--- src/rtl/output_volume_ramp_pkg.sv ---
// Shared constants, ramp state encoding and peak-magnitude helper for the
// output volume / soft-mute stage.
package output_volume_ramp_pkg;

  localparam int DATA_W = 24;
  localparam int GAIN_W = 16;
  localparam int PROD_W = DATA_W + GAIN_W + 1;
  localparam int PEAK_W = DATA_W - 1;
  localparam logic [GAIN_W-1:0] UNITY = 16'h8000;

  typedef enum logic [1:0] {
    MUTED  = 2'd0,
    RAMP   = 2'd1,
    STEADY = 2'd2
  } ramp_state_t;

  // |x| in PEAK_W bits; the most negative sample saturates to all ones.
  function automatic logic [PEAK_W-1:0] abs_sat(input logic [DATA_W-1:0] x);
    logic [DATA_W-1:0] neg;
    neg = ~x + 1'b1;
    if (!x[DATA_W-1]) begin
      return x[PEAK_W-1:0];
    end
    if (x[PEAK_W-1:0] == '0) begin
      return '1;
    end
    return neg[PEAK_W-1:0];
  endfunction

endpackage

--- src/rtl/output_volume_ramp_if.sv ---
// Stereo PCM stream bundle: input strobes/samples and scaled output
// strobes/samples of the volume stage.
interface output_volume_ramp_if;
  import output_volume_ramp_pkg::*;

  logic              l_data_en;
  logic              r_data_en;
  logic [DATA_W-1:0] l_data_in;
  logic [DATA_W-1:0] r_data_in;
  logic              l_data_valid;
  logic              r_data_valid;
  logic [DATA_W-1:0] l_data_out;
  logic [DATA_W-1:0] r_data_out;

  modport master (
    output l_data_en, r_data_en, l_data_in, r_data_in,
    input  l_data_valid, r_data_valid, l_data_out, r_data_out
  );

  modport slave (
    input  l_data_en, r_data_en, l_data_in, r_data_in,
    output l_data_valid, r_data_valid, l_data_out, r_data_out
  );
endinterface

--- src/rtl/output_volume_ramp_mult_pipe.sv ---
// One audio channel: stage 1 captures sample and gain, stage 2 multiplies
// by the Q1.15 gain and truncates back to the sample width.
module volume_mult_pipe
  import output_volume_ramp_pkg::*;
(
  input  logic              clk,
  input  logic              reset,
  input  logic              en,
  input  logic [DATA_W-1:0] data_in,
  input  logic [GAIN_W-1:0] gain,
  output logic              data_valid,
  output logic [DATA_W-1:0] data_out
);

  logic                     s1_valid_reg;
  logic signed [DATA_W-1:0] s1_data_reg;
  logic [GAIN_W-1:0]        s1_gain_reg;
  logic signed [PROD_W-1:0] product;
  logic                     product_unused;

  // Gain is zero-extended so Q1.15 unity stays positive in the signed multiply.
  assign product = s1_data_reg * $signed({1'b0, s1_gain_reg});
  assign product_unused = ^{product[PROD_W-1:DATA_W+GAIN_W-1], product[GAIN_W-2:0]};

  always_ff @(posedge clk) begin
    if (reset) begin
      s1_valid_reg <= 1'b0;
      s1_data_reg  <= '0;
      s1_gain_reg  <= '0;
      data_valid   <= 1'b0;
      data_out     <= '0;
    end else begin
      s1_valid_reg <= en;
      if (en) begin
        s1_data_reg <= data_in;
        s1_gain_reg <= gain;
      end
      data_valid <= s1_valid_reg;
      if (s1_valid_reg) begin
        data_out <= product[DATA_W+GAIN_W-2:GAIN_W-1];
      end
    end
  end

endmodule

--- src/rtl/output_volume_ramp.sv ---
// Stereo volume / soft-mute stage with a once-per-frame linear gain ramp.
// Optional peak meter enabled by OUTPUT_VOLUME_PEAK_METER_EN.
module output_volume_ramp
  import output_volume_ramp_pkg::*;
(
  input  logic              clk,
  input  logic              reset,
  input  logic              run,
  input  logic              mute,
  input  logic [GAIN_W-1:0] target_gain,
  input  logic [7:0]        ramp_step,
  output_volume_ramp_if.slave aud,
  output logic [GAIN_W-1:0] cur_gain,
  output logic              ramping,
  output logic              muted
`ifdef OUTPUT_VOLUME_PEAK_METER_EN
  ,
  input  logic              peak_clr,
  output logic [PEAK_W-1:0] peak_l,
  output logic [PEAK_W-1:0] peak_r
`endif
);

  ramp_state_t       state_reg, state_next;
  logic [GAIN_W-1:0] gain_reg, gain_next;
  logic              frame_tick_reg;
  logic [GAIN_W-1:0] tgt;
  logic [GAIN_W-1:0] step;

  logic              en_ch    [2];
  logic [DATA_W-1:0] din_ch   [2];
  logic              valid_ch [2];
  logic [DATA_W-1:0] dout_ch  [2];

  always_comb begin
    tgt = (target_gain > UNITY) ? UNITY : target_gain;
    if (!run || mute) begin
      tgt = '0;
    end
  end

  assign step = (ramp_step == 8'd0) ? 16'd1 : {8'd0, ramp_step};

  // Direction is re-derived every frame, so retargets never overshoot.
  always_comb begin
    gain_next = gain_reg;
    if (!run) begin
      gain_next = '0;
    end else if (frame_tick_reg) begin
      if (tgt >= gain_reg) begin
        gain_next = ((tgt - gain_reg) <= step) ? tgt : gain_reg + step;
      end else begin
        gain_next = ((gain_reg - tgt) <= step) ? tgt : gain_reg - step;
      end
    end
  end

  always_comb begin
    state_next = state_reg;
    if (!run) begin
      state_next = MUTED;
    end else begin
      case (state_reg)
        MUTED: begin
          if (gain_next != tgt) begin
            state_next = RAMP;
          end else if (gain_next != '0) begin
            state_next = STEADY;
          end
        end
        RAMP: begin
          if (gain_next == tgt) begin
            state_next = (tgt == '0) ? MUTED : STEADY;
          end
        end
        STEADY: begin
          if (gain_next != tgt) begin
            state_next = RAMP;
          end
        end
        default: state_next = MUTED;
      endcase
    end
  end

  always_ff @(posedge clk) begin
    if (reset) begin
      state_reg      <= MUTED;
      gain_reg       <= '0;
      frame_tick_reg <= 1'b0;
    end else begin
      state_reg      <= state_next;
      gain_reg       <= gain_next;
      frame_tick_reg <= run & aud.r_data_en;
    end
  end

  assign cur_gain = gain_reg;
  assign ramping  = (state_reg == RAMP);
  assign muted    = (gain_reg == '0);

  assign en_ch[0]  = run & aud.l_data_en;
  assign en_ch[1]  = run & aud.r_data_en;
  assign din_ch[0] = aud.l_data_in;
  assign din_ch[1] = aud.r_data_in;

`ifdef OUTPUT_VOLUME_PEAK_METER_EN
  logic [PEAK_W-1:0] peak_ch [2];
`endif

  genvar gi;
  generate
    for (gi = 0; gi < 2; gi++) begin : g_ch
      volume_mult_pipe u_pipe (
        .clk        (clk),
        .reset      (reset),
        .en         (en_ch[gi]),
        .data_in    (din_ch[gi]),
        .gain       (gain_reg),
        .data_valid (valid_ch[gi]),
        .data_out   (dout_ch[gi])
      );
`ifdef OUTPUT_VOLUME_PEAK_METER_EN
      logic [PEAK_W-1:0] peak_reg;
      logic [PEAK_W-1:0] mag;

      assign mag = abs_sat(dout_ch[gi]);

      // A clear that lands on a valid restarts the peak from that sample.
      always_ff @(posedge clk) begin
        if (reset) begin
          peak_reg <= '0;
        end else if (valid_ch[gi]) begin
          if (peak_clr || (mag > peak_reg)) begin
            peak_reg <= mag;
          end
        end else if (peak_clr) begin
          peak_reg <= '0;
        end
      end

      assign peak_ch[gi] = peak_reg;
`endif
    end
  endgenerate

  assign aud.l_data_valid = valid_ch[0];
  assign aud.r_data_valid = valid_ch[1];
  assign aud.l_data_out   = dout_ch[0];
  assign aud.r_data_out   = dout_ch[1];

`ifdef OUTPUT_VOLUME_PEAK_METER_EN
  assign peak_l = peak_ch[0];
  assign peak_r = peak_ch[1];
`endif

endmodule

--- src/flat_wrapper.sv ---
// flat-port wrapper written by rule: the top's interface ports become plain ports
module output_volume_ramp_flat import output_volume_ramp_pkg::*;
  (clk, reset, run, mute, target_gain, ramp_step, cur_gain, ramping, muted, aud_l_data_en, aud_r_data_en, aud_l_data_in, aud_r_data_in, aud_l_data_valid, aud_r_data_valid, aud_l_data_out, aud_r_data_out);
  output_volume_ramp_if aud_i ();
  input  logic clk;
  input  logic reset;
  input  logic run;
  input  logic mute;
  input  logic [GAIN_W-1:0] target_gain;
  input  logic [7:0] ramp_step;
  output logic [GAIN_W-1:0] cur_gain;
  output logic ramping;
  output logic muted;
  input wire logic [$bits(aud_i.l_data_en)-1:0] aud_l_data_en;
  input wire logic [$bits(aud_i.r_data_en)-1:0] aud_r_data_en;
  input wire logic [$bits(aud_i.l_data_in)-1:0] aud_l_data_in;
  input wire logic [$bits(aud_i.r_data_in)-1:0] aud_r_data_in;
  output wire logic [$bits(aud_i.l_data_valid)-1:0] aud_l_data_valid;
  output wire logic [$bits(aud_i.r_data_valid)-1:0] aud_r_data_valid;
  output wire logic [$bits(aud_i.l_data_out)-1:0] aud_l_data_out;
  output wire logic [$bits(aud_i.r_data_out)-1:0] aud_r_data_out;
  assign aud_i.l_data_en = aud_l_data_en;
  assign aud_i.r_data_en = aud_r_data_en;
  assign aud_i.l_data_in = aud_l_data_in;
  assign aud_i.r_data_in = aud_r_data_in;
  assign aud_l_data_valid = aud_i.l_data_valid;
  assign aud_r_data_valid = aud_i.r_data_valid;
  assign aud_l_data_out = aud_i.l_data_out;
  assign aud_r_data_out = aud_i.r_data_out;
  output_volume_ramp u_core (.clk(clk), .reset(reset), .run(run), .mute(mute), .target_gain(target_gain), .ramp_step(ramp_step), .aud(aud_i), .cur_gain(cur_gain), .ramping(ramping), .muted(muted));
endmodule
--- config.mk ---
export PLATFORM = sky130hd
export DESIGN_NAME = output_volume_ramp_flat
export DESIGN_NICKNAME = d
export VERILOG_FILES = /design/src/rtl/output_volume_ramp_pkg.sv /design/src/rtl/output_volume_ramp_if.sv /design/src/rtl/output_volume_ramp_mult_pipe.sv /design/src/rtl/output_volume_ramp.sv /design/src/flat_wrapper.sv
export SDC_FILE = /design/constraint.sdc
export NUM_CORES = 2
export LEC_CHECK = 0
export BUFFER_PORTS_ARGS = -buffer_cell sky130_fd_sc_hd__buf_2
export CAP_MARGIN = 15
export CELL_PAD_IN_SITES_DETAIL_PLACEMENT = 1
export CELL_PAD_IN_SITES_GLOBAL_PLACEMENT = 1
export CORE_ASPECT_RATIO = 1.5
export CORE_MARGIN = 4
export CORE_UTILIZATION = 30
export CTS_BUF_LIST = sky130_fd_sc_hd__clkbuf_2 sky130_fd_sc_hd__clkbuf_4 sky130_fd_sc_hd__clkbuf_8
export DETAILED_ROUTE_END_ITERATION = 7
export GPL_TIMING_DRIVEN = 0
export HOLD_SLACK_MARGIN = 0.08
export PLACE_DENSITY = 0.57
export SYNTH_ARGS = -nofsm -noshare
export SYNTH_HDL_FRONTEND = slang
export SYNTH_HIERARCHICAL = 1
export SYNTH_SLANG_ARGS = --single-unit
--- constraint.sdc ---
create_clock -name clk -period 8.9 [get_ports clk]
set_input_delay 2.225 -clock clk [delete_from_list [all_inputs] [get_ports clk]]
set_output_delay 2.225 -clock clk [all_outputs]
set_load 0.1 [all_outputs]
======== After elaboration in Yosys (flattened, before gate mapping) ========
Index checks and enable logic that the tools add are counted.
storage, ports and cells
  register bits after elaboration ......... 150
  output and inout port bits .............. 68
  logic and storage cells ................. 55
  input port bits ......................... 78
operators by class
  multipliers ............................. 2
  bitwise logic cells ..................... 3
  magnitude comparators ................... 4
  eq/ne operators ......................... 7
  mux-type cells .......................... 14
  $add $sub $neg .......................... 4
  reduce and logical (&&, ||, !) cells .... 9
operators by type and width
  operator                                                                  count
  16-bit two-way mux                                                        7
  24-bit by 17-bit multiplier with 39-bit output                            2
  16-bit subtractor                                                         3
  16-bit <= comparator                                                      2
  16-bit zero test                                                          2
  16-bit adder                                                              1
  16-bit equality test                                                      1
  16-bit greater-or-equal comparator                                        1
  16-bit > comparator (second input constant)                               1
  16-bit inequality test                                                    1
  16-bit nonzero test                                                       1
  2-bit two-way mux                                                         5
  8-bit zero test                                                           1
  8-bit two-way mux                                                         1
  2-bit one-hot mux with 3 select lines                                     1
  2-bit by 1-bit inequality test with 1-bit output (second input constant)  2
  3-bit by 1-bit inequality test with 1-bit output (second input constant)  1
  3-bit AND reduction                                                       1
  1-bit bitwise AND                                                         2
  2-bit by 1-bit equality test with 1-bit output (second input constant)    1
  2-bit equality test (second input constant)                               1
  2-bit zero test                                                           1
  2-bit OR reduction                                                        1
  1-bit zero test                                                           1
  other kinds (2)                                                           2

======== Depth between registers and ports, before layout ========
  depth in word-level cells ............... 13
  mapped depth ............................ 28
  mapped depth without buffers ............ 24

======== Cells and area by module ========
The synthesis kept the hierarchy.
modules (own cells, without submodules)
  module                                     seq. area each (um2)  area an instance (um2)  times used  cells each
  volume_mult_pipe at u_core.g_ch[0].u_pipe  1321.3                15320.9                 1           1676
  volume_mult_pipe at u_core.g_ch[1].u_pipe  1321.3                15189.6                 1           1663
  output_volume_ramp                         380.4                 5477.8                  1           794

======== Least setup slack after synthesis ========
No wires, ideal clock.
  path kind ............................... input to register
  start ................................... input port target_gain[9]
  end ..................................... register u_core.state_reg[0]
  setup slack ............................. 1.248 ns
  required time ........................... 8.785 ns
  buffers on the path ..................... 2
  arrival time ............................ 7.537 ns
  setup time .............................. 0.115 ns
  stages .................................. 25
  cells stage by stage .................... nor4_1 -> nand3_1 -> o21ai_1 -> and2_1 -> buf_2 -> nand2_1 -> ha_1 -> a21oi_1 -> a31oi_1 -> nor2_1 -> o21ai_0 -> xor2_1 -> ha_1 -> a21oi_1 -> o21ai_0 -> o22ai_1 -> o2111ai_1 -> or4b_1 -> buf_2 -> o21ai_4 -> a31o_1 -> or4b_1 -> a2111oi_2 -> nand3_1 -> and2_1
on the way
  cells in the longest elaborated chain, start to end .. 12
  elaborated cells between the ends (all ways) .. 22
  those cells by class .................... add/sub: 2; order compare: 4; eq/ne: 5; mux: 9; reduce/logical: 2
ends and longest elaborated chain
  element                                                                                               RTL line                                            source
  start, declared                                                                                       flat_wrapper.sv:9                                   input logic [GAIN_W-1:0] target_gain;
  16-bit > comparator                                                                                   output_volume_ramp.sv:36                            tgt = (target_gain > UNITY) ? UNITY : target_gain;
  16-bit two-way mux (*)                                                                                output_volume_ramp.sv:36
  16-bit two-way mux (*)                                                                                output_volume_ramp.sv:37                            if (!run || mute) begin
  16-bit subtractor, on equally long branches                                                           output_volume_ramp.sv:53, output_volume_ramp.sv:51
  16-bit <= comparator, on equally long branches                                                        output_volume_ramp.sv:53, output_volume_ramp.sv:51
  16-bit two-way mux, on equally long branches                                                          output_volume_ramp.sv:53, output_volume_ramp.sv:51
  16-bit two-way mux                                                                                    output_volume_ramp.sv:50                            if (tgt >= gain_reg) begin
  16-bit two-way mux                                                                                    output_volume_ramp.sv:49                            end else if (frame_tick_reg) begin
  16-bit two-way mux                                                                                    output_volume_ramp.sv:47                            if (!run) begin
  16-bit inequality test, or another cell as far along                                                  output_volume_ramp.sv:65, output_volume_ramp.sv:77
  3-bit by 1-bit inequality test with 1-bit output (no source line), or another cell as far along       --
  3-bit AND reduction (no source line) / 2-bit one-hot mux with 3 select lines (equally long branches)  --
  end signal, assigned                                                                                  output_volume_ramp.sv:92                            state_reg <= state_next;
  end, declared                                                                                         output_volume_ramp.sv:24                            ramp_state_t state_reg, state_next;
Mark *: on every way between the ends. The rest lies on a longest branch, timed or not.
A chain may end at the register's enable or synchronous reset.

======== Worst setup path after layout ========
  start ................................... input port target_gain[10]
  end ..................................... register u_core.state_reg[0]
Same word-level chain as after synthesis.

==> flow_metrics.env <==
export IMPL_grt_max_degree=17
export IMPL_cts_root_buf="clkbuf_8"
export IMPL_dp_cells=5851
export IMPL_ys_dominant_reg_cell="dfxtp_1"
export IMPL_yosysSeqAreaShare_pct=8.40
export IMPL_layout_cells_non_filler=5887
export IMPL_min_path_type="flop to flop"
export IMPL_maxSlewViolCount=0
export IMPL_syn_nets=5193
export IMPL_clock_path_buffers=2
export IMPL_crit_path_max_fanout=10
export IMPL_first_iter_violations=1145
export IMPL_gp_congestion=0.903
export IMPL_clkTransAtPathRegs_ps=100
export IMPL_grt_ovfl_total=0
export IMPL_vias=28800
export IMPL_drc=0
export IMPL_fin_crit_sh_pct=97.0
export IMPL_coreArea_um2=119000
export IMPL_cts_hold_buffers=0
export IMPL_grt_pass1_vias=33400
export IMPL_die_area_um2=126000
export IMPL_layout_area_seq_um2=3020
export IMPL_rsz0062_at_grt="no"
export IMPL_async_flop_share_pct=0
export IMPL_status="finished, final reports clean"
export IMPL_power_density_nw_per_um2=51.0
export IMPL_fmax_ghz=0.116
export IMPL_antenna_found_initial=3
export IMPL_cts_tree="built"
export IMPL_grt_pass1_wl_mm=206
export IMPL_synth_seq_cells=151
export IMPL_synth_cell_types=98
export IMPL_routed_wl_mm=136
export IMPL_post_route_min_period_ps=8640
export IMPL_avgSynthCellArea_um2=8.71
export IMPL_start_util_pct=30.2
export IMPL_drt_pass1_iter_count=5
export IMPL_syn_to_final_growth_pct=8.87
export IMPL_p_leak_uw=0.0193
export IMPL_maxCapViolCount=0
export IMPL_finalNetCount=5362
export IMPL_crit_required_ps=9400
export IMPL_viasPerCell=4.90
export IMPL_path_class="input pin to flop"
export IMPL_synth_edff_count=0
export IMPL_drive_above_1_share_pct=5.79
export IMPL_place_hpwl_mm=116
export IMPL_clock_sinks=151
export IMPL_multi_input_area_um2=28800
export IMPL_die_y_um=432
export IMPL_yosysWarnings=6
export IMPL_numPortBuffers=144
export IMPL_netlist_area_um2=36000
export IMPL_htree_num_levels=4
export IMPL_track_usage_pct=21.9
export IMPL_cp_arrival_ps=9140
export IMPL_clk_latency_ps=630
export IMPL_syn_inst=4133
export IMPL_cts_buffers=17
export IMPL_routedWlPerCell_um=23.0
export IMPL_setup_violations=0
export IMPL_vdd_drop_max_uv=93.7
export IMPL_end_kind="flop"
export IMPL_fillCellCount=14300
export IMPL_tightest_slew_ps=1050
export IMPL_die_w_um=291
export IMPL_rows=155
export IMPL_route_antenna_remaining_nets=0
export IMPL_clock_skew_ps=40.9
export IMPL_utilization_pct=32.9
export IMPL_io_pins=146
export IMPL_max_slew_margin_rel_pct=30.2
export IMPL_final_hold_viol_count=0
export IMPL_start_kind="input pin"
-- synthesized netlist by cell type, types with 5 or more instances --
cell	number	share of area, %
inv_1	914	9.5
fa_1	730	41
nand2_1	549	5.7
and2_1	312	5.4
ha_1	252	8.8
nor2_1	189	2.0
dfxtp_1	151	8.4
clkbuf_1	149	1.6
mux2i_1	106	2.9
a21oi_1	100	1.4
o21ai_0	80	1.1
xnor2_1	65	1.6
nand3_1	40	0.56
xor2_1	40	0.97
nor3_1	35	0.49
a21o_1	34	0.71
nor2b_1	25	0.43
a211oi_1	20	0.42
o21a_1	20	0.42
nand4_1	17	0.30
a31oi_1	16	0.28
and3_1	16	0.28
o211ai_1	16	0.33
buf_1	15	0.16
buf_2	15	0.21
nand2b_1	12	0.21
nor4_1	12	0.21
o21bai_1	11	0.23
o31ai_1	11	0.23
o221ai_1	10	0.24
o22ai_1	9	0.16
or3_1	9	0.16
o2111ai_1	8	0.19
a211o_1	7	0.17
a21oi_2	6	0.15
a22o_1	6	0.15
a311oi_1	6	0.15
a2111oi_0	5	0.12
a211oi_2	5	0.17
a221oi_1	5	0.12
a22oi_1	5	0.10
o21ai_1	5	0.070
-- cell type report --
class | count | area share [%]
flip-flops and latches | 151 | 7.72
diodes | 2 | 0.0128
repair buffers | 150 | 2.00
clock inverters | 12 | 0.307
well taps | 1570 | 5.01
multi-input cells | 2879 | 73.6
clock buffers | 20 | 0.671
plain buffers | 184 | 1.89
inverters | 919 | 8.80
-- cells by family (layout without fill, tap and decap cells) --
kind of cell    Yosys count  after routing  share of synthesized area (%)
flops                   151            151                           8.40
xor+xnor                105            105                           2.56
simple gates           1243           1243                           16.5
compound gates          443            443                           8.63
other cells               0              2                              0
fa+ha+maj               982            982                           49.4
buf+inv                1103           1285                           11.6
mux                     106            106                           2.95
-- worst paths after layout --
check	startpoint	endpoint	cells past startpoint	slack [ps]
max reg2reg	u_core/g_ch[1].u_pipe/s1_data_reg[17]	u_core/g_ch[1].u_pipe/data_out[23]	21	670
min reg2reg	u_core/g_ch[0].u_pipe/data_out[10]	u_core/g_ch[0].u_pipe/data_out[10]	2	440
max	target_gain[10]	u_core/state_reg[0]	26	260
min	u_core/g_ch[0].u_pipe/data_out[10]	u_core/g_ch[0].u_pipe/data_out[10]	2	440
-- layout by cell type (no fill, tap or decap), types with 65 or more instances in the layout --
| cell | instances |
|---|---|
| a21oi_1 | 98 |
| and2_1 | 312 |
| buf_2 | 160 |
| clkbuf_1 | 149 |
| dfxtp_1 | 151 |
| fa_1 | 730 |
| ha_1 | 252 |
| inv_1 | 913 |
| mux2i_1 | 106 |
| nand2_1 | 548 |
| nor2_1 | 188 |
| o21ai_0 | 80 |
| xnor2_1 | 65 |
-- metal layers --
metal,GRT usage (%),share of wire [%],wire [um],vias to the layer above
met3,1.69,2.1,2800,266
met2,43.4,56,75300,535
met5,0,0,0,-
li1,-,-,-,12900
met1,22.9,37,49800,15100
met4,10.9,5.7,7730,0
-- power breakdown --
group	leakage, uW	internal [uW]	switching, uW
registers	0.00122	692	50.4
clock network	0.000185	239	374
logic	0.0179	192	453
-- critical path: stages --
cell and delay (ps):
buf_2 150, nor4_1 320, nand3_1 260, o21ai_4 300, and2_1 180, buf_2 230
nand2_1 260, ha_1 450, a21oi_4 280, a31oi_2 180, nor2_2 230, o21ai_0 150
xor2_1 180, ha_1 350, a21oi_1 130, o21ai_0 130, o22ai_1 310, o2111ai_1 280
or4b_1 570, buf_2 210, o21ai_1 210, o311ai_1 230, or4b_1 540, a2111oi_2 430
nand3_1 170, and2_1 170
-- timing repair --
action / 4_1_cts / 5_1_grt
gates cloned: 0 / 0
gates resized for setup: 4 / 8
setup buffers: 2 / 0
endpoints found under the setup margin: 5 / 2
pin swaps: 1 / 0
-- through the flow --
stage	worst slack [ps]	power, uW	TNS [ps]	cell area, um2	hold WS (ps)
2_1_floorplan	1250	1130	0	36000	522
3_3_place_gp	-1110	1390	-6300	38700	431
3_5_place_dp	-1110	1390	-6250	38700	435
4_1_cts	94.8	2030	0	39100	451
5_1_grt	34.9	2100	0	39200	485
6_report	263	2000	0	39200	445
(Power assumes the default switching activity.)
